`src/rtl/div_unit.sv`:
```
// div_unit: 32-bit radix-2 restoring divider for DIV/DIVU, returns {remainder, quotient}.
// Define DIV_ANNUL_EN to let annul_i abort or block a division.
module div_unit #(
    parameter int DATA_W = 32
) (
    input  logic                clk,
    input  logic                Rst_n,
    input  logic                signed_div_i,
    input  logic [DATA_W-1:0]   opdata1_i,
    input  logic [DATA_W-1:0]   opdata2_i,
    input  logic                start_i,
    input  logic                annul_i,
    output logic [2*DATA_W-1:0] result_o,
    output logic                ready_o
);
    typedef enum logic [1:0] {FREE, BYZERO, ON, DONE} state_t;

    state_t              state_q, state_d;
    logic [5:0]          cnt_q, cnt_d;
    logic [2*DATA_W:0]   dividend_q, dividend_d;
    logic [DATA_W-1:0]   divisor_q, divisor_d;
    logic                s1_q, s1_d, s2_q, s2_d, signed_q, signed_d;
    logic [2*DATA_W-1:0] result_q, result_d;
    logic                ready_q, ready_d;
    logic                annul;
    logic [DATA_W:0]     t;
    logic [DATA_W-1:0]   abs1, abs2, q_fix, r_fix;

`ifdef DIV_ANNUL_EN
    assign annul = annul_i;
`else
    assign annul = annul_i & 1'b0;
`endif

    assign t     = {1'b0, dividend_q[2*DATA_W-1:DATA_W]} - {1'b0, divisor_q};
    assign abs1  = (signed_div_i && opdata1_i[DATA_W-1]) ? -opdata1_i : opdata1_i;
    assign abs2  = (signed_div_i && opdata2_i[DATA_W-1]) ? -opdata2_i : opdata2_i;
    // quotient takes the sign of s1^s2, remainder the sign of the dividend
    assign q_fix = (signed_q && (s1_q ^ s2_q)) ? -dividend_q[DATA_W-1:0] : dividend_q[DATA_W-1:0];
    assign r_fix = (signed_q && s1_q) ? -dividend_q[2*DATA_W:DATA_W+1] : dividend_q[2*DATA_W:DATA_W+1];

    always_comb begin
        state_d    = state_q;
        cnt_d      = cnt_q;
        dividend_d = dividend_q;
        divisor_d  = divisor_q;
        s1_d       = s1_q;
        s2_d       = s2_q;
        signed_d   = signed_q;
        result_d   = result_q;
        ready_d    = ready_q;
        case (state_q)
            FREE: begin
                ready_d  = 1'b0;
                result_d = '0;
                if (start_i && !annul) begin
                    signed_d   = signed_div_i;
                    s1_d       = opdata1_i[DATA_W-1];
                    s2_d       = opdata2_i[DATA_W-1];
                    dividend_d = {{DATA_W{1'b0}}, abs1, 1'b0};
                    if (opdata2_i == '0) begin
                        state_d = BYZERO;
                    end else begin
                        state_d   = ON;
                        cnt_d     = '0;
                        divisor_d = abs2;
                    end
                end
            end
            BYZERO: begin
                if (annul) begin
                    state_d    = FREE;
                    cnt_d      = '0;
                    dividend_d = '0;
                end else begin
                    state_d  = DONE;
                    result_d = '0;
                    ready_d  = 1'b1;
                end
            end
            ON: begin
                if (annul) begin
                    state_d    = FREE;
                    cnt_d      = '0;
                    dividend_d = '0;
                end else if (cnt_q != 6'd32) begin
                    dividend_d = t[DATA_W] ? {dividend_q[2*DATA_W-1:0], 1'b0}
                                           : {t[DATA_W-1:0], dividend_q[DATA_W-1:0], 1'b1};
                    cnt_d      = cnt_q + 6'd1;
                end else begin
                    state_d  = DONE;
                    result_d = {r_fix, q_fix};
                    ready_d  = 1'b1;
                end
            end
            DONE: begin
                if (!start_i || annul) begin
                    state_d  = FREE;
                    ready_d  = 1'b0;
                    result_d = '0;
                end
            end
            default: state_d = FREE;
        endcase
    end

    always_ff @(posedge clk or negedge Rst_n) begin
        if (!Rst_n) begin
            state_q    <= FREE;
            cnt_q      <= '0;
            dividend_q <= '0;
            divisor_q  <= '0;
            s1_q       <= 1'b0;
            s2_q       <= 1'b0;
            signed_q   <= 1'b0;
            result_q   <= '0;
            ready_q    <= 1'b0;
        end else begin
            state_q    <= state_d;
            cnt_q      <= cnt_d;
            dividend_q <= dividend_d;
            divisor_q  <= divisor_d;
            s1_q       <= s1_d;
            s2_q       <= s2_d;
            signed_q   <= signed_d;
            result_q   <= result_d;
            ready_q    <= ready_d;
        end
    end

    assign result_o = result_q;
    assign ready_o  = ready_q;
endmodule
```
`config.mk`:
```
export PLATFORM = sky130hd
export DESIGN_NAME = div_unit
export DESIGN_NICKNAME = d
export VERILOG_FILES = /design/src/rtl/div_unit.sv
export SDC_FILE = /design/constraint.sdc
export NUM_CORES = 1
export LEC_CHECK = 0
export ABC_AREA = 1
export ABC_CLOCK_PERIOD_IN_PS = 1850
export BUFFER_PORTS_ARGS = -buffer_cell sky130_fd_sc_hd__buf_4
export CORE_ASPECT_RATIO = 0.5
export CORE_MARGIN = 3
export CORE_UTILIZATION = 55
export DETAILED_ROUTE_END_ITERATION = 10
export PLACE_DENSITY = 0.84
export REMOVE_ABC_BUFFERS = 1
export SYNTH_ARGS = -nofsm -noshare
export SYNTH_HDL_FRONTEND = slang
export SYNTH_SLANG_ARGS = --single-unit
```
`constraint.sdc`:
```
create_clock -name clk -period 1.85 [get_ports clk]
set_input_delay 0.2775 -clock clk [delete_from_list [all_inputs] [get_ports clk]]
set_output_delay 0.2775 -clock clk [all_outputs]
set_load 0.005 [all_outputs]
```
==> results of run 1 <==
[cell usage after synthesis (all sizes together) (3+ instances only)]
library cell / instances / area share (%)
nand3: 202 / 7.6
nand3b: 6 / 0.34
nor2: 179 / 5.4
nand2: 692 / 20
a22oi: 8 / 0.45
or2: 8 / 0.38
clkbuf: 20 / 0.59
nand4: 32 / 1.5
ha: 42 / 4.0
dfrtp: 173 / 33
inv: 313 / 8.9
a21oi: 90 / 3.5
xor2: 42 / 2.8
nor3: 24 / 0.99
o21ai: 180 / 6.9
buf: 42 / 2.0
nor4: 3 / 0.14
xnor2: 15 / 0.99
o211ai: 9 / 0.51
[kinds of logic (layout without fill, tap and decap cells)]
logic type                 after synthesis  count (layout)
DFF                                    173             173
buffers and inverters                  376             769
AOI/OAI and AO/OA                      292             292
and+or+nand+nor                       1148            1148
adders and majority gates               43              43
muxes                                    1               1
xor gates and xnor gates                57              57
[flip-flops by register name, summed over array words and instances, names as in the netlist]
register / count
dividend_q: 65
result_o: 64
divisor_q: 32
cnt_q: 6
state_q: 2
ready_o: 1
s1_q: 1
s2_q: 1
signed_q: 1
[worst register-to-register path, cell delays in order, from the launching register on]
cell     delay (ns)
dfrtp_1        0.45
ha_4           0.28
buf_4          0.14
nand2_1        0.17
inv_1          0.12
a21oi_1        0.22
nand2_2        0.12
buf_4          0.15
buf_4          0.13
xnor2_1        0.22
nand2_1        0.13
nand3_1        0.08
o21ai_1        0.07
[worst min-delay path by stage]
stage / endpoint / slack [ns] / cells after the start / from
final: s1_q / 0.08 / 3 / opdata1_i[31]
after global routing: s1_q / 0.07 / 3 / opdata1_i[31]
after CTS: s1_q / 0.09 / 3 / opdata1_i[31]
after detailed placement: result_o[51] / 0.20 / 1 / Rst_n
after global placement: result_o[51] / 0.20 / 1 / Rst_n
after floorplan: cnt_q[0] / -0.02 / 0 / Rst_n
[what timing repair did]
action,in CTS,in global routing
gates resized for setup,102,197
hold buffers,1,0
endpoints found under the setup margin,67,136
pin swaps,28,67
hold endpoints to repair,31,0
buffers inserted,13,49
cloned,3,10
[power breakdown]
group | switching [mW] | total (mW) | internal (mW)
logic | 17.6 | 30.5 | 13.0
clock network | 1.83 | 3.98 | 2.15
registers | 1.44 | 6.84 | 5.41
total | 20.8 | 41.3 | 20.5
[layer usage]
layer  global-route usage [%]  wire (µm)
met3                    5.847       5555
met1                    40.52      18590
met4                    15.89       4319
met2                    55.95      23450
met5                        0          0
[final cells by class]
type | instances | area [µm²]
clock buffer | 17 | 425.4
clock inverter | 14 | 183.9
fill | 1392 | 4733
inverter | 314 | 1212
multi-input combinational | 1541 | 8361
sequential | 173 | 4329
tap | 307 | 384.1
timing repair buffer | 422 | 3635
timing repair inverter | 2 | 12.51
[metrics by stage]
stage | worst slack [ns] | cell area, µm² | total power, mW | util (%)
final | -0.5313 | 18540 | 41.33 | 79.66
after detailed placement | -0.3054 | 16100 | 28.69 | 69.17
after floorplan | -2.356 | 12930 | 19.30 | -
after global routing | -0.8570 | 18540 | 43.77 | 79.66
after global placement | -0.2180 | 16100 | 28.10 | 69.17
after CTS | -0.2129 | 17360 | 35.02 | 74.57
==> results.sh, run 1 <==
export IMPL_finalSetupTns_ns=-16.56
export IMPL_min_path_type="input pin to flop"
export IMPL_die_y_um=115.9
export IMPL_final_common_cell="nand2_1"
export IMPL_first_global_vias=14490
export IMPL_cap_violations=0
export IMPL_grt_antenna_before_repair=0
export IMPL_port_buffers=132
export IMPL_ys_seq_area_share_pct=32.60
export IMPL_crit_buf_inv=4
export IMPL_leakagePower_nw=9.740
export IMPL_rsz0062_at_grt="true"
export IMPL_start_kind="flop"
export IMPL_worst_r2r_path_depth=12
export IMPL_hpwl_mm=30.39
export IMPL_max_slew_margin_pct=71.33
export IMPL_drc_errors=0
export IMPL_syn_avg_cell_area_um2=6.354
export IMPL_synth_async_sr_flop_share_pct=100.0
export IMPL_synth_main_ff_cell="dfrtp_1"
export IMPL_r2r_slack_ns=-0.53
export IMPL_crit_top_cell="buf_4"
export IMPL_grt_overflow=0
export IMPL_worstPathCellList="ha_4, buf_4, nand2_1, inv_1, a21oi_1, nand2_2, buf_4, buf_4, xnor2_1, nand2_1, nand3_1, o21ai_1"
export IMPL_path_max_fanout=3
export IMPL_die_w_um=225.8
export IMPL_violations="negative setup slack"
export IMPL_initial_core_util_pct=57.06
export IMPL_cp_slowest_stage_delay_ns=0.45
export IMPL_row_count=39
export IMPL_grt_usage_pct=32.67
export IMPL_netlist_area_um2=13280
export IMPL_fmax_ghz=0.4199
export IMPL_end_kind="flop"
export IMPL_htree_levels=4
export IMPL_clock_latency_ns=0.47
export IMPL_n_antenna_cell=0
export IMPL_reg2reg_to="dividend_q[40]"
export IMPL_synth_top_family_by_area="simple AND/OR/NAND/NOR gates"
export IMPL_fin_crit_ns=2.381
export IMPL_outcome="complete, but fails checks"
export IMPL_r2r_start="dividend_q[37]"
export IMPL_final_cell_count_no_fill=2790
export IMPL_pwr_density_cell_nw_per_um2=2229
export IMPL_grt_max_degree=51
export IMPL_vdd_drop_max_uv=1200
export IMPL_nets=2583
export IMPL_critPathLaunch="dividend_q[37]"
export IMPL_layout_setup_ws_ns=-0.5313
export IMPL_wl_per_cell_um=18.61
export IMPL_dieArea_um2=26160
export IMPL_drtIter0Drc=2391
export IMPL_synthAdderAreaFrac_pct=4.108
export IMPL_worstMarginPinSlew_ns=0.4301
export IMPL_path_clk_slew_ns=0.08
export IMPL_worst_ep_arrival_time_ns=2.73
export IMPL_synth_cells=2090
export IMPL_whs_ns=0.07612
export IMPL_post_route_period_util_pct=128.7
export IMPL_cts_max_path_buffers=2
export IMPL_cp_top_family="buffers and inverters"
export IMPL_ant_nets=0
export IMPL_gp_congestion=0.9543
export IMPL_drt_pass1_iter_count=7
export IMPL_postRouteWirelength_mm=51.91
export IMPL_cts_sinks=173
export IMPL_finalHoldViolCount=0
export IMPL_synth_edff_count=0
export IMPL_vias_per_cell=5.966
export IMPL_yosysWarnings=0
export IMPL_io_pin_count=134
export IMPL_yosysUniqueCellTypes=43
export IMPL_grt_pass1_wl_mm=69.19
export IMPL_drive_gt1_share_pct=26.78
export IMPL_synth_compound_area_share_pct=11.68
export IMPL_synth_xor_area_share_pct=3.759
export IMPL_worstSetupEndpoint="dividend_q[40]"
export IMPL_cpMaxStageDelayCell="dfrtp_1"
export IMPL_path_class="flop to flop"
export IMPL_cp_depth=12
export IMPL_via_count=16640
export IMPL_cts_buffers=17
export IMPL_cts_tree="done"
export IMPL_cp_required_ns=2.20
export IMPL_finClkSkew_ns=0.01500
export IMPL_synthMuxAreaShare_pct=0.08479
export IMPL_synth_seq_cells=173
export IMPL_layout_cells_most_common_list="nand2_1 (641), buf_4 (373), inv_1 (292), dfrtp_1 (173), nand3_1 (162)"
export IMPL_cts_root_buffer="clkbuf_16"
export IMPL_slew_violations=0
export IMPL_placedCellCount=2687
export IMPL_syn2layout_area_growth_pct=39.63
export IMPL_finalSetupViolCount=105
export IMPL_synthSimpleGateAreaFrac_pct=36.24
export IMPL_core_area_um2=23280
(Power assumes the default switching activity.)
==> run 2, diff against run 1 <==
--- a/config.mk
+++ b/config.mk
@@ -13,6 +13,7 @@
 export CORE_UTILIZATION = 55
 export DETAILED_ROUTE_END_ITERATION = 10
 export PLACE_DENSITY = 0.84
+export RECOVER_POWER = 25
 export REMOVE_ABC_BUFFERS = 1
 export SYNTH_ARGS = -nofsm -noshare
 export SYNTH_HDL_FRONTEND = slang
==> run 2 against run 1 <==
- the flow finishes with violations (design-rule violations, negative setup slack)
- setup slack worse by 0.022 ns
- clock skew is essentially flat
- register-to-register slack lost 0.02 ns
- hold slack is essentially flat
- critical endpoint unchanged
- sequential share of layout area is essentially flat
- critical path type unchanged
- first-iteration DRC count up 1.5%
- via count grew 0.87%
- non-clock buffer count is the same
- highest routed layer unchanged
==> results.sh, run 2 (synthesized netlist as in run 1, its figures left out) <==
export IMPL_grt_busiest_layer="met2"
export IMPL_post_route_period_util_pct=129.9
export IMPL_met1_usage_pct=40.52
export IMPL_finClkSkew_ns=0.01457
export IMPL_row_count=39
export IMPL_fmax_ghz=0.4162
export IMPL_start_kind="flop"
export IMPL_final_cell_count_no_fill=2790
export IMPL_dieArea_um2=26160
export IMPL_htree_levels=4
export IMPL_max_slew_margin_pct=33.00
export IMPL_layout_cells_most_common_list="nand2_1 (641), buf_4 (373), inv_1 (292), dfrtp_1 (173), nand3_1 (162)"
export IMPL_first_global_vias=14490
export IMPL_final_common_cell="nand2_1"
export IMPL_grt_max_degree=51
export IMPL_cts_sinks=173
export IMPL_leakagePower_nw=9.728
export IMPL_rsz0062_at_grt="true"
export IMPL_path_clk_slew_ns=0.08
export IMPL_wl_per_cell_um=18.60
export IMPL_via_count=16790
export IMPL_min_path_type="input pin to flop"
export IMPL_vdd_drop_max_uv=1204
export IMPL_syn2layout_area_growth_pct=39.38
export IMPL_use_met3_pct=5.847
export IMPL_ant_nets=0
export IMPL_drt_pass1_iter_count=11
export IMPL_cap_violations=0
export IMPL_drive_gt1_share_pct=26.78
export IMPL_slew_violations=0
export IMPL_initial_core_util_pct=57.06
export IMPL_outcome="complete, but fails checks"
export IMPL_grtUsageMet2_pct=55.95
export IMPL_path_max_fanout=3
export IMPL_placedCellCount=2687
export IMPL_end_kind="flop"
export IMPL_finalSetupViolCount=110
export IMPL_postRouteWirelength_mm=51.90
export IMPL_hpwl_mm=30.39
export IMPL_grt_pass1_wl_mm=69.19
export IMPL_largest_register_ffs=65
export IMPL_n_antenna_cell=0
export IMPL_cts_max_path_buffers=2
export IMPL_worst_ep_arrival_time_ns=2.76
export IMPL_die_y_um=115.9
export IMPL_port_buffers=132
export IMPL_cts_tree="done"
export IMPL_drtIter0Drc=2426
export IMPL_fin_crit_ns=2.403
export IMPL_gp_congestion=0.9543
export IMPL_total_power_mw=41.32
export IMPL_cts_buffers=17
export IMPL_clock_latency_ns=0.47
export IMPL_cts_root_buffer="clkbuf_16"
export IMPL_die_w_um=225.8
export IMPL_layout_setup_ws_ns=-0.5529
export IMPL_whs_ns=0.07638
export IMPL_grt_antenna_before_repair=0
export IMPL_finalHoldViolCount=0
export IMPL_grt_overflow=0
export IMPL_grt_usage_pct=32.67
export IMPL_vias_per_cell=6.017
export IMPL_drc_errors=1
export IMPL_cp_required_ns=2.20
export IMPL_core_area_um2=23280
export IMPL_largest_register="dividend_q"
export IMPL_pwr_density_cell_nw_per_um2=2232
export IMPL_worstMarginPinSlew_ns=1.005
export IMPL_io_pin_count=134
export IMPL_nets=2583
export IMPL_path_class="flop to flop"
export IMPL_violations="design-rule violations, negative setup slack"
run 2: changes by cell type in the layout (fill, tap and decap cells not counted), sizes merged:
cell    before  now
clkbuf      24   25
buf        414  413
run 2: critical path, cell delays in order (launching register included):
cell     delay (ns)
dfrtp_1        0.45
ha_4           0.28
buf_4          0.14
nand2_1        0.18
inv_1          0.12
a21oi_1        0.21
nand2_2        0.13
buf_4          0.16
buf_4          0.13
xnor2_1        0.23
nand2_1        0.12
nand3_1        0.08
o21ai_1        0.07
run 2: layer usage:
metal | vias to the layer above | routed length [µm] | share of wire, %
met5 | - | 0 | 0
met4 | 0 | 4265 | 8.2
met3 | 427 | 5595 | 11
met2 | 1308 | 23410 | 45
met1 | 7661 | 18630 | 36
li1 | 7392 | - | -
run 2: final cells by class:
class / instances / area, µm²
clock inverters: 14 / 183.9
repair inverters: 2 / 12.51
inverters: 314 / 1212
clock buffers: 17 / 425.4
well taps: 307 / 384.1
repair buffers: 422 / 3602
flip-flops and latches: 173 / 4329
multi-input cells: 1541 / 8361
fillers: 1402 / 4766
run 2: path summary, 6_finish.rpt:
check                           slack (ns)  depth (start not counted)        endpoint            from
worst max-delay path                 -0.55                         12  dividend_q[40]  dividend_q[37]
worst min-delay path                  0.08                          3            s1_q   opdata1_i[31]
worst max register to register       -0.55                         12  dividend_q[40]  dividend_q[37]
worst min register to register        0.48                          2    result_o[59]    result_o[59]
max in group asynchronous             0.32                          3   dividend_q[4]           Rst_n
min in group asynchronous             0.52                          2    result_o[51]           Rst_n
run 2: what timing repair did:
action                     in CTS  in global routing
setup endpoints to repair      67                136
resized for setup             102                197
pin swaps                      28                 67
hold buffers                    1                  0
hold endpoints to repair       31                  0
buffers inserted               13                 49
cloned                          3                 10
run 2: power by group:
group | switching, mW | internal, mW
Sequential | 1.44 | 5.41
Combinational | 17.5 | 12.9
Clock | 1.83 | 2.15
run 2: per-stage QoR:
step | util [%] | setup slack, ns | area [µm²] | setup TNS [ns]
finish | 79.52 | -0.5529 | 18510 | -16.85
global route | 79.52 | -0.8570 | 18510 | -25.86
global placement | 69.17 | -0.2180 | 16100 | -7.594
floorplan | - | -2.356 | 12930 | -247.21
detailed placement | 69.17 | -0.3054 | 16100 | -10.64
CTS | 74.57 | -0.2129 | 17360 | -6.201
